**config.mk**
```make
export PLATFORM = sky130hd
export DESIGN_NAME = wb_lsu
export DESIGN_NICKNAME = d
export VERILOG_FILES = /design/src/rtl/wb_lsu_pkg.sv /design/src/rtl/wb_lsu_align.sv /design/src/rtl/wb_lsu.sv
export SDC_FILE = /design/constraint.sdc
export NUM_CORES = 1
export LEC_CHECK = 0
export CORE_ASPECT_RATIO = 0.7
export CORE_MARGIN = 10
export CORE_UTILIZATION = 45
export CTS_BUF_LIST = sky130_fd_sc_hd__clkbuf_8
export DETAILED_ROUTE_END_ITERATION = 7
export GPL_TIMING_DRIVEN = 0
export PLACE_DENSITY = 0.82
export SYNTH_ARGS = -nofsm -noshare
export SYNTH_HDL_FRONTEND = slang
export SYNTH_HIERARCHICAL = 1
export SYNTH_SLANG_ARGS = --single-unit
```
**constraint.sdc**
```tcl
create_clock -name clk_i -period 2.2 [get_ports clk_i]
set_input_delay 0.44 -clock clk_i [delete_from_list [all_inputs] [get_ports clk_i]]
set_output_delay 0.44 -clock clk_i [all_outputs]
set_load 0.1 [all_outputs]
```
**src/rtl/wb_lsu_pkg.sv**
```systemverilog
// Shared constants for the Wishbone load/store unit: funct3 codes, FSM states, lane masks.
// No logic of its own; the legality helper is a pure function.
// Imported by wb_lsu and wb_lsu_align.
package wb_lsu_pkg;

    // RV32 load/store width and sign codes
    localparam logic [2:0] F3_B  = 3'b000;
    localparam logic [2:0] F3_H  = 3'b001;
    localparam logic [2:0] F3_W  = 3'b010;
    localparam logic [2:0] F3_BU = 3'b100;
    localparam logic [2:0] F3_HU = 3'b101;

    // Access width is carried in funct3[1:0]
    localparam logic [1:0] SZ_BYTE = 2'b00;
    localparam logic [1:0] SZ_HALF = 2'b01;
    localparam logic [1:0] SZ_WORD = 2'b10;

    // Byte-lane masks
    localparam logic [3:0] SEL_BYTE    = 4'b0001;
    localparam logic [3:0] SEL_HALF_LO = 4'b0011;
    localparam logic [3:0] SEL_HALF_HI = 4'b1100;
    localparam logic [3:0] SEL_WORD    = 4'b1111;

    typedef enum logic [1:0] {
        S_IDLE = 2'b00,
        S_BUS  = 2'b01,
        S_DONE = 2'b10
    } state_t;

    // Stores only have signed-agnostic codes; loads add the unsigned byte/half forms
    function automatic logic f3_legal(input logic store, input logic [2:0] f3);
        logic common;
        common = (f3 == F3_B) || (f3 == F3_H) || (f3 == F3_W);
        return store ? common : (common || (f3 == F3_BU) || (f3 == F3_HU));
    endfunction

endpackage

```
**src/rtl/wb_lsu_align.sv**
```systemverilog
// Lane/alignment datapath: byte-lane select, store replication, load shift+extend, request checks.
// Purely combinational, zero latency.
// No flow control; the parent FSM decides when outputs are used.
module wb_lsu_align
    import wb_lsu_pkg::*;
(
    input  logic [2:0]  funct3_i,
    input  logic        store_i,
    input  logic [1:0]  addr_lo_i,
    input  logic [31:0] wdata_i,
    output logic [3:0]  sel_o,
    output logic [31:0] wdata_o,
    output logic        misaligned_o,
    output logic        illegal_o,
    input  logic [2:0]  ld_funct3_i,
    input  logic [1:0]  ld_addr_lo_i,
    input  logic [31:0] bus_dat_i,
    output logic [31:0] ld_data_o
);

    logic [31:0] shifted;

    // Lane mask and replicated store data for the incoming request
    always_comb begin
        sel_o   = 4'b0000;
        wdata_o = wdata_i;
        unique case (funct3_i[1:0])
            SZ_BYTE: begin
                sel_o   = SEL_BYTE << addr_lo_i;
                wdata_o = {4{wdata_i[7:0]}};
            end
            SZ_HALF: begin
                sel_o   = addr_lo_i[1] ? SEL_HALF_HI : SEL_HALF_LO;
                wdata_o = {2{wdata_i[15:0]}};
            end
            SZ_WORD: begin
                sel_o   = SEL_WORD;
                wdata_o = wdata_i;
            end
            default: begin
                sel_o   = 4'b0000;
                wdata_o = wdata_i;
            end
        endcase
    end

    // Request checks; misaligned is only meaningful for legal codes, the parent masks it
    always_comb begin
        illegal_o    = !f3_legal(store_i, funct3_i);
        misaligned_o = ((funct3_i[1:0] == SZ_HALF) && addr_lo_i[0]) ||
                       ((funct3_i[1:0] == SZ_WORD) && (addr_lo_i != 2'b00));
    end

    // Load data: bring the addressed lane down to bit 0, then extend to 32 bits
    always_comb begin
        shifted   = bus_dat_i >> {ld_addr_lo_i, 3'b000};
        ld_data_o = shifted;
        unique case (ld_funct3_i)
            F3_B:    ld_data_o = {{24{shifted[7]}}, shifted[7:0]};
            F3_H:    ld_data_o = {{16{shifted[15]}}, shifted[15:0]};
            F3_W:    ld_data_o = shifted;
            F3_BU:   ld_data_o = {24'd0, shifted[7:0]};
            F3_HU:   ld_data_o = {16'd0, shifted[15:0]};
            default: ld_data_o = shifted;
        endcase
    end

endmodule

```
**src/rtl/wb_lsu.sv**
```systemverilog
// RV32 load/store unit driving one classic Wishbone cycle per core request.
// Latency: rejected requests done 1 cycle after accept; bus requests done 1 cycle after ack/err/timeout.
// Requests are only accepted while idle (busy_o=0); anything presented while busy is dropped.
module wb_lsu
    import wb_lsu_pkg::*;
#(
    parameter int XLEN      = 32,
    parameter int ADDR_BITS = 17,
    parameter int TIMEOUT   = 15
) (
    input  logic                 clk_i,
    input  logic                 rst_i,
    input  logic                 req_i,
    input  logic                 store_i,
    input  logic [2:0]           funct3_i,
    input  logic [XLEN-1:0]      addr_i,
    input  logic [XLEN-1:0]      wdata_i,
    output logic                 busy_o,
    output logic                 done_o,
    output logic [XLEN-1:0]      rdata_o,
    output logic                 misaligned_o,
    output logic                 fault_o,
    output logic [XLEN-1:0]      master_dat_o,
    input  logic [XLEN-1:0]      master_dat_i,
    output logic [ADDR_BITS-3:0] adr_o,
    output logic                 cyc_o,
    output logic                 stb_o,
    output logic [3:0]           sel_o,
    output logic                 we_o,
    input  logic                 ack_i,
    input  logic                 err_i
);

    localparam int CNT_W = $clog2(TIMEOUT + 1);
    localparam logic [CNT_W-1:0] CNT_MAX = CNT_W'(TIMEOUT);

    state_t state_q, state_d;

    logic                 store_q;
    logic [2:0]           f3_q;
    logic [1:0]           alo_q;
    logic [ADDR_BITS-3:0] adr_q;
    logic [3:0]           sel_q;
    logic                 we_q;
    logic [XLEN-1:0]      dat_q;
    logic [XLEN-1:0]      rdata_q;
    logic                 mis_q;
    logic                 fault_q;
    logic [CNT_W-1:0]     cnt_q;

    logic [3:0]      req_sel;
    logic [31:0]     req_wdat;
    logic            req_mis;
    logic            req_ill;
    logic [31:0]     ld_ext;
    logic            out_of_range;
    logic            req_fault;
    logic            req_reject;
    logic            accept;
    logic            timed_out;

    wb_lsu_align u_align (
        .funct3_i     (funct3_i),
        .store_i      (store_i),
        .addr_lo_i    (addr_i[1:0]),
        .wdata_i      (wdata_i),
        .sel_o        (req_sel),
        .wdata_o      (req_wdat),
        .misaligned_o (req_mis),
        .illegal_o    (req_ill),
        .ld_funct3_i  (f3_q),
        .ld_addr_lo_i (alo_q),
        .bus_dat_i    (master_dat_i),
        .ld_data_o    (ld_ext)
    );

    assign out_of_range = |addr_i[XLEN-1:ADDR_BITS];
    assign req_fault    = req_ill || out_of_range;
    assign req_reject   = req_fault || req_mis;
    assign accept       = (state_q == S_IDLE) && req_i;
    assign timed_out    = (cnt_q == CNT_MAX);

    // State register
    always_ff @(posedge clk_i) begin
        if (!rst_i) state_q <= S_IDLE;
        else        state_q <= state_d;
    end

    // Next-state: rejected requests skip the bus; any response or timeout ends the bus cycle
    always_comb begin
        state_d = state_q;
        unique case (state_q)
            S_IDLE:  if (req_i) state_d = req_reject ? S_DONE : S_BUS;
            S_BUS:   if (err_i || ack_i || timed_out) state_d = S_DONE;
            S_DONE:  state_d = S_IDLE;
            default: state_d = S_IDLE;
        endcase
    end

    // State-decoded outputs
    always_comb begin
        busy_o = (state_q != S_IDLE);
        done_o = (state_q == S_DONE);
        cyc_o  = (state_q == S_BUS);
        stb_o  = (state_q == S_BUS);
    end

    // Request capture, bus-response capture and status flags
    always_ff @(posedge clk_i) begin
        if (!rst_i) begin
            store_q <= 1'b0;
            f3_q    <= 3'b000;
            alo_q   <= 2'b00;
            adr_q   <= '0;
            sel_q   <= 4'b0000;
            we_q    <= 1'b0;
            dat_q   <= '0;
            rdata_q <= '0;
            mis_q   <= 1'b0;
            fault_q <= 1'b0;
        end else begin
            unique case (state_q)
                S_IDLE: begin
                    if (req_i) begin
                        store_q <= store_i;
                        f3_q    <= funct3_i;
                        alo_q   <= addr_i[1:0];
                        adr_q   <= addr_i[ADDR_BITS-1:2];
                        sel_q   <= req_sel;
                        we_q    <= store_i;
                        dat_q   <= req_wdat;
                        // An illegal or out-of-range request reports fault only
                        fault_q <= req_fault;
                        mis_q   <= req_mis && !req_fault;
                    end
                end
                S_BUS: begin
                    // err_i beats ack_i and leaves the load result untouched
                    if (err_i) begin
                        fault_q <= 1'b1;
                    end else if (ack_i) begin
                        if (!store_q) rdata_q <= ld_ext;
                    end else if (timed_out) begin
                        fault_q <= 1'b1;
                    end
                end
                S_DONE: begin
                    fault_q <= 1'b0;
                    mis_q   <= 1'b0;
                end
                default: ;
            endcase
        end
    end

    // Timeout counter: zeroed on bus entry, counts bus cycles without a response
    always_ff @(posedge clk_i) begin
        if (!rst_i)                 cnt_q <= '0;
        else if (accept)            cnt_q <= '0;
        else if (state_q == S_BUS)  cnt_q <= cnt_q + 1'b1;
    end

    assign adr_o        = adr_q;
    assign sel_o        = sel_q;
    assign we_o         = we_q;
    assign master_dat_o = dat_q;
    assign rdata_o      = rdata_q;
    assign misaligned_o = mis_q;
    assign fault_o      = fault_q;

endmodule

```
Yosys cells after proc, flatten, opt, wreduce, memory -nomap -nowiden
Index checks and enable logic that the tools add are counted.

storage, ports and cells
  bits in registers = 97
  input bits = 105
  output and inout port bits = 90

cells by class
  add/subtract/negate cells = 1
  equality and inequality tests = 16
  shift operators = 2
  mux-type cells = 16
  bitwise gates (word level) = 3
  reductions and logical operators = 30

operators by type and width
  kind                                                               count
  32-bit case mux with 4 select lines                                1
  32-bit case mux with 2 select lines                                1
  32-bit by 5-bit >> shifter with 32-bit output                      1
  15-bit OR reduction                                                1
  3-bit == test, second input constant                               4
  4-bit case mux with 3 select lines                                 1
  1-bit logical OR                                                   9
  4-bit AND reduction                                                2
  3-bit by 1-bit == test with 1-bit output, second input constant    2
  3-bit logical NOT                                                  2
  1-bit 2-to-1 mux                                                   6
  2-bit 2-to-1 mux                                                   3
  2-bit AND reduction                                                3
  2-bit nonzero test                                                 3
  4-bit by 1-bit adder with 4-bit output, second input constant      1
  2-bit by 1-bit == test with 1-bit output, second input constant    2
  2-bit == test, second input constant                               2
  4-bit == test, second input constant                               1
  1-bit logical AND                                                  4
  2-bit logical NOT                                                  2
  4-bit 2-to-1 mux                                                   1
  2-bit case mux with 2 select lines                                 1
  1-bit by 2-bit left shift with 4-bit output, first input constant  1
  3-bit by 2-bit == test with 1-bit output, second input constant    1
  other kinds (10)                                                   13

Longest topological paths before layout
  depth in word-level cells = 12
  gate-level depth with buffers = 8
  depth with buffers taken out = 6

Modules after synthesis
Netlist, hierarchy kept.

by module, submodules not included
  module        times used  cells an instance  area an instance (µm²)  seq. area each (µm²)
  wb_lsu        1           447                3787.4                  1941.9
  wb_lsu_align  1           181                1218.7                  0.0

Worst setup path before layout
Ideal clock, no wire load.

  kind = reg-to-reg
  start point = register state_q[1]
  end point = register rdata_q[7], in the netlist rdata_o[7]
  setup time = 70 ps
  arrival = 2251 ps
  data required time = 2130 ps
  path slack = -122 ps
  stages on the path, launching flop included = 9
  path buffers = 2
  clock period less this slack = 2322 ps
  path through = dfxtp_1 inv_1 ha_1 buf_4 and2b_4 nor3b_4 buf_6 nand2_1 a21boi_1

on the way
  longest elaborated chain between the ends = 2

ends and longest elaborated chain
  item                                      line           RTL
  from (decl)                               wb_lsu.sv:37   state_t state_q, state_d;
  from (signal assigned)                    wb_lsu.sv:86   else state_q <= state_d;
  2-bit by 1-bit == test with 1-bit output  n/a
  named net cyc_o                           wb_lsu.sv:26   output logic cyc_o,
  4-bit AND reduction (no source line)      n/a
  to (signal assigned)                      wb_lsu.sv:142  if (!store_q) rdata_q <= ld_ext;
  to (decl)                                 wb_lsu.sv:46   logic [XLEN-1:0] rdata_q;

The timed path passes the listed nets, and every way through them passes these cells.
A chain may end at the register's enable or synchronous reset.

Final worst setup path
  start point = register we_q, in the netlist we_o
  end point = output port we_o

RTL lines
  item                    line           RTL
  from (decl)             wb_lsu.sv:44   logic we_q;
  from (signal assigned)  wb_lsu.sv:130  we_q <= store_i;
  to (decl)               wb_lsu.sv:29   output logic we_o,

No word-level cell between the ends.

==> impl_results.md <==
- Crit path max-delay cell type: clkdlybuf4s15_1
- Crit path depth: 1
- Post-synthesis mux area share: approximately 9.8%
- GPL Wtd Cong: between 0.9 and 1
- Worst-path cell chain: clkdlybuf4s15_1
- Buf+Inv Stages, Crit Path: 1
- Crit path from: we_o
- I/O Buffers: between 150 and 200
- Nets@finish: 940
- Register area share after synthesis: between 30% and 40%
- Synth Area in Compound Gates: approximately a fifth
- FF+latch count, synth: 97
- Final core utilization: between 60% and 70%
- Post-Syn Instances: approximately 630
- Peak supply drop: approximately 0.00053 V
- Crit path kind: flop to primary output
- Largest family of logic cells by synthesized area: simple AND/OR/NAND/NOR gates
- Diode count: 0
- DRC: 0
- Leak: a little over 3 nW
- RR Endpoint: cnt_q[1]
- Final Power: between 4 and 5 mW
- Slew @ Worst Pin: 1.028 ns
- Outcome: finished clean
- Root buf cell: clkbuf_8
- Die H: about 110 um
- Startpoint types: flop
- CTS tree: yes
- Post-DP Area: roughly 0.0071 mm2
- Detail Placement HPWL: between 10 and 15 mm
- Period Utilization, post-route: 97.94%
- # IOs: around 200
- Filler cells: 940
- Mapped Area: around 0.005 mm2
- CP endpoint kind: primary output
- Fin Setup TNS: 0 ns
- Sink Count: 97
- Synth warn: 6
- Worst clock skew: between 0.009 and 0.01 ns
- Hold_buf cts: 0
- PwrDens: 632.9 mW/mm2
- GRT Overall Usage: between 20 and 25%
- Share of layout cells above drive strength 1: under 10%
- CP required: 1.76 ns
- 1st-iter DRT viols: 407
- Gr ovfl total: 0
- Initial antenna violation count: 0
- FMAX: 464.1 MHz
- Initial Util: between 40% and 50%
- RSZ-0062 raised after global routing: false
- Slowest stage delay, CP: 0.90 ns
- Worst hold path class: flop to flop
- Asr flop ratio synth: 0%
- Core footprint: 0.01093 mm2
- Worst skew pair latency: roughly 0.36 ns
- H-tree levels: 3
- Slew Limit Fails: 0
- Reg clk slew, reported paths: ~0.09 ns
- Hold Fails Final Rpt: 0
- Simple-gate portion of the synthesized area: between 20 and 25%
- CP top delay family: buffers and inverters
- Worst slew margin: 31.77%
- Critical R2R Launch: state_q[0]
- Fin crit period: between 2 and 2.5 ns
- Worst Path Arrival: about 1.7 ns
- Adder-Cell Fraction of Synth Area: 0.9998%
- CP endpoint: we_o
- DRT Wirelength: between 15 and 20 mm
- Setup violators final: 0
- Flop2flop setup slack: ~0.4 ns
- EDFF count, synth: 0
- Synth Area per Inst: 7.971 um2
- Post-DR wirelength/cell: ~18 um
- Die width: between 100 and 150 um
- Post-synth cell types: 44
- Vias in the first global route: about 5400
- Post-Syn Nets: 737
- Critical path peak fanout: 4
- Die area: 0.01581 mm2
- Largest net degree at the start of global routing: 16
- Final instance area: roughly 0.0073 mm2
- CTS Buf Count: 9
- CTS Buffer Depth: 2
- Vias/cell: 5.214
- Cell Rows: 32
- Hold slack final: between 0.4 and 0.5 ns
- Antenna viol nets, final: 0
- Area growth from synthesis to layout: 45.06%
- Main synth FF type: dfxtp_1
- # Max-Cap Violations: 0
- Xor/xnor cell area share of the yosys netlist: 0.5249%
- Reg2Reg Depth: 7
- Drt first pass iters: 5
- Global-route wire length before repair: about 28 mm
- Via count: between 5000 and 6000
stage by stage:
stage          std cells  worst slack [ns]
3_5_place_dp         974           -0.6121
6_report             989           0.04539
4_1_cts              991          0.003973
2_1_floorplan        628            0.2065
5_1_grt              989          0.009625
3_3_place_gp         974           -0.4676
cells in the mapped netlist (5+ instances only):
| cell | n | area [um2] |
|---|---|---|
| nand2_1 | 209 | 784.5 |
| nor2b_1 | 9 | 56.30 |
| a211oi_1 | 14 | 105.1 |
| a21oi_1 | 13 | 65.06 |
| buf_4 | 12 | 90.09 |
| clkbuf_1 | 17 | 63.81 |
| nor2_1 | 28 | 105.1 |
| buf_2 | 17 | 85.08 |
| mux2_2 | 16 | 180.2 |
| a21boi_0 | 57 | 427.9 |
| o21ai_0 | 20 | 100.1 |
| mux2i_1 | 29 | 290.3 |
| buf_6 | 5 | 56.30 |
| inv_1 | 9 | 33.78 |
| dfxtp_1 | 97 | 1942 |
| a21boi_1 | 32 | 240.2 |
worst min path at each step:
| stage | start | endpoint | slack, ns | cells after the start |
|---|---|---|---|---|
| 6_report | rdata_o[0] | rdata_o[0] | 0.45 | 2 |
| 5_1_grt | rst_i | alo_q[1] | 0.46 | 2 |
| 4_1_cts | rst_i | master_dat_o[12] | 0.45 | 2 |
| 3_5_place_dp | rdata_o[0] | rdata_o[0] | 0.45 | 2 |
| 3_3_place_gp | rdata_o[0] | rdata_o[0] | 0.44 | 2 |
| 2_1_floorplan | alo_q[1] | alo_q[1] | 0.44 | 2 |
per-layer routing:
layer | wire, um | track usage, % | vias to the layer above
met2 | 8261 | 36.69 | 222
met4 | 240 | 5.342 | 0
met3 | 1950 | 9.391 | 26
li1 | - | - | 2492
met5 | 0 | 0 | -
met1 | 7117 | 24.70 | 2417
power breakdown:
part	switching, mW	total, mW	internal (mW)
clock network	0.628	1.33	0.702
logic	0.947	1.39	0.447
registers	0.0423	1.87	1.83
registers in the layout (all words and copies together), names as in the netlist:
name          flops
alo_q             2
state_q           2
rdata_o          32
adr_o            15
f3_q              3
sel_o             4
cnt_q             4
fault_o           1
we_o              1
master_dat_o     32
misaligned_o      1
layout make-up:
cell class / instances / area, um2 / share of cell area, %
multi-input cells: 468 / 2733 / 37.63
flip-flops and latches: 97 / 1942 / 26.74
repair buffers: 194 / 1832 / 25.22
plain buffers: 52 / 301.5 / 4.152
well taps: 153 / 191.4 / 2.636
clock buffers: 11 / 151.4 / 2.085
clock inverters: 5 / 77.57 / 1.068
inverters: 9 / 33.78 / 0.4652
cell usage in the layout (no fill, tap or decap), types with 14 or more instances in the layout:
cell type,instances
nand2_1,209
clkdlybuf4s50_1,103
dfxtp_1,97
dlygate4sd2_1,85
a21boi_0,57
a21boi_1,32
mux2i_1,29
nor2_1,28
o21ai_0,19
buf_2,17
mux2_2,16
clkbuf_1,15
a211oi_1,14
logic make-up after synthesis:
| logic type | after synthesis |
|---|---|
| compound gates | 147 |
| xor+xnor | 3 |
| fa+ha+maj | 4 |
| buf+inv | 63 |
| flops | 97 |
| mux | 46 |
| simple gates | 268 |
repair_timing:
action | in CTS | in global routing
pin swaps | 2 | 1
resized for setup | 103 | 3
setup buffers | 1 | 0
setup endpoints to repair | 94 | 5
(Power assumes the default switching activity.)
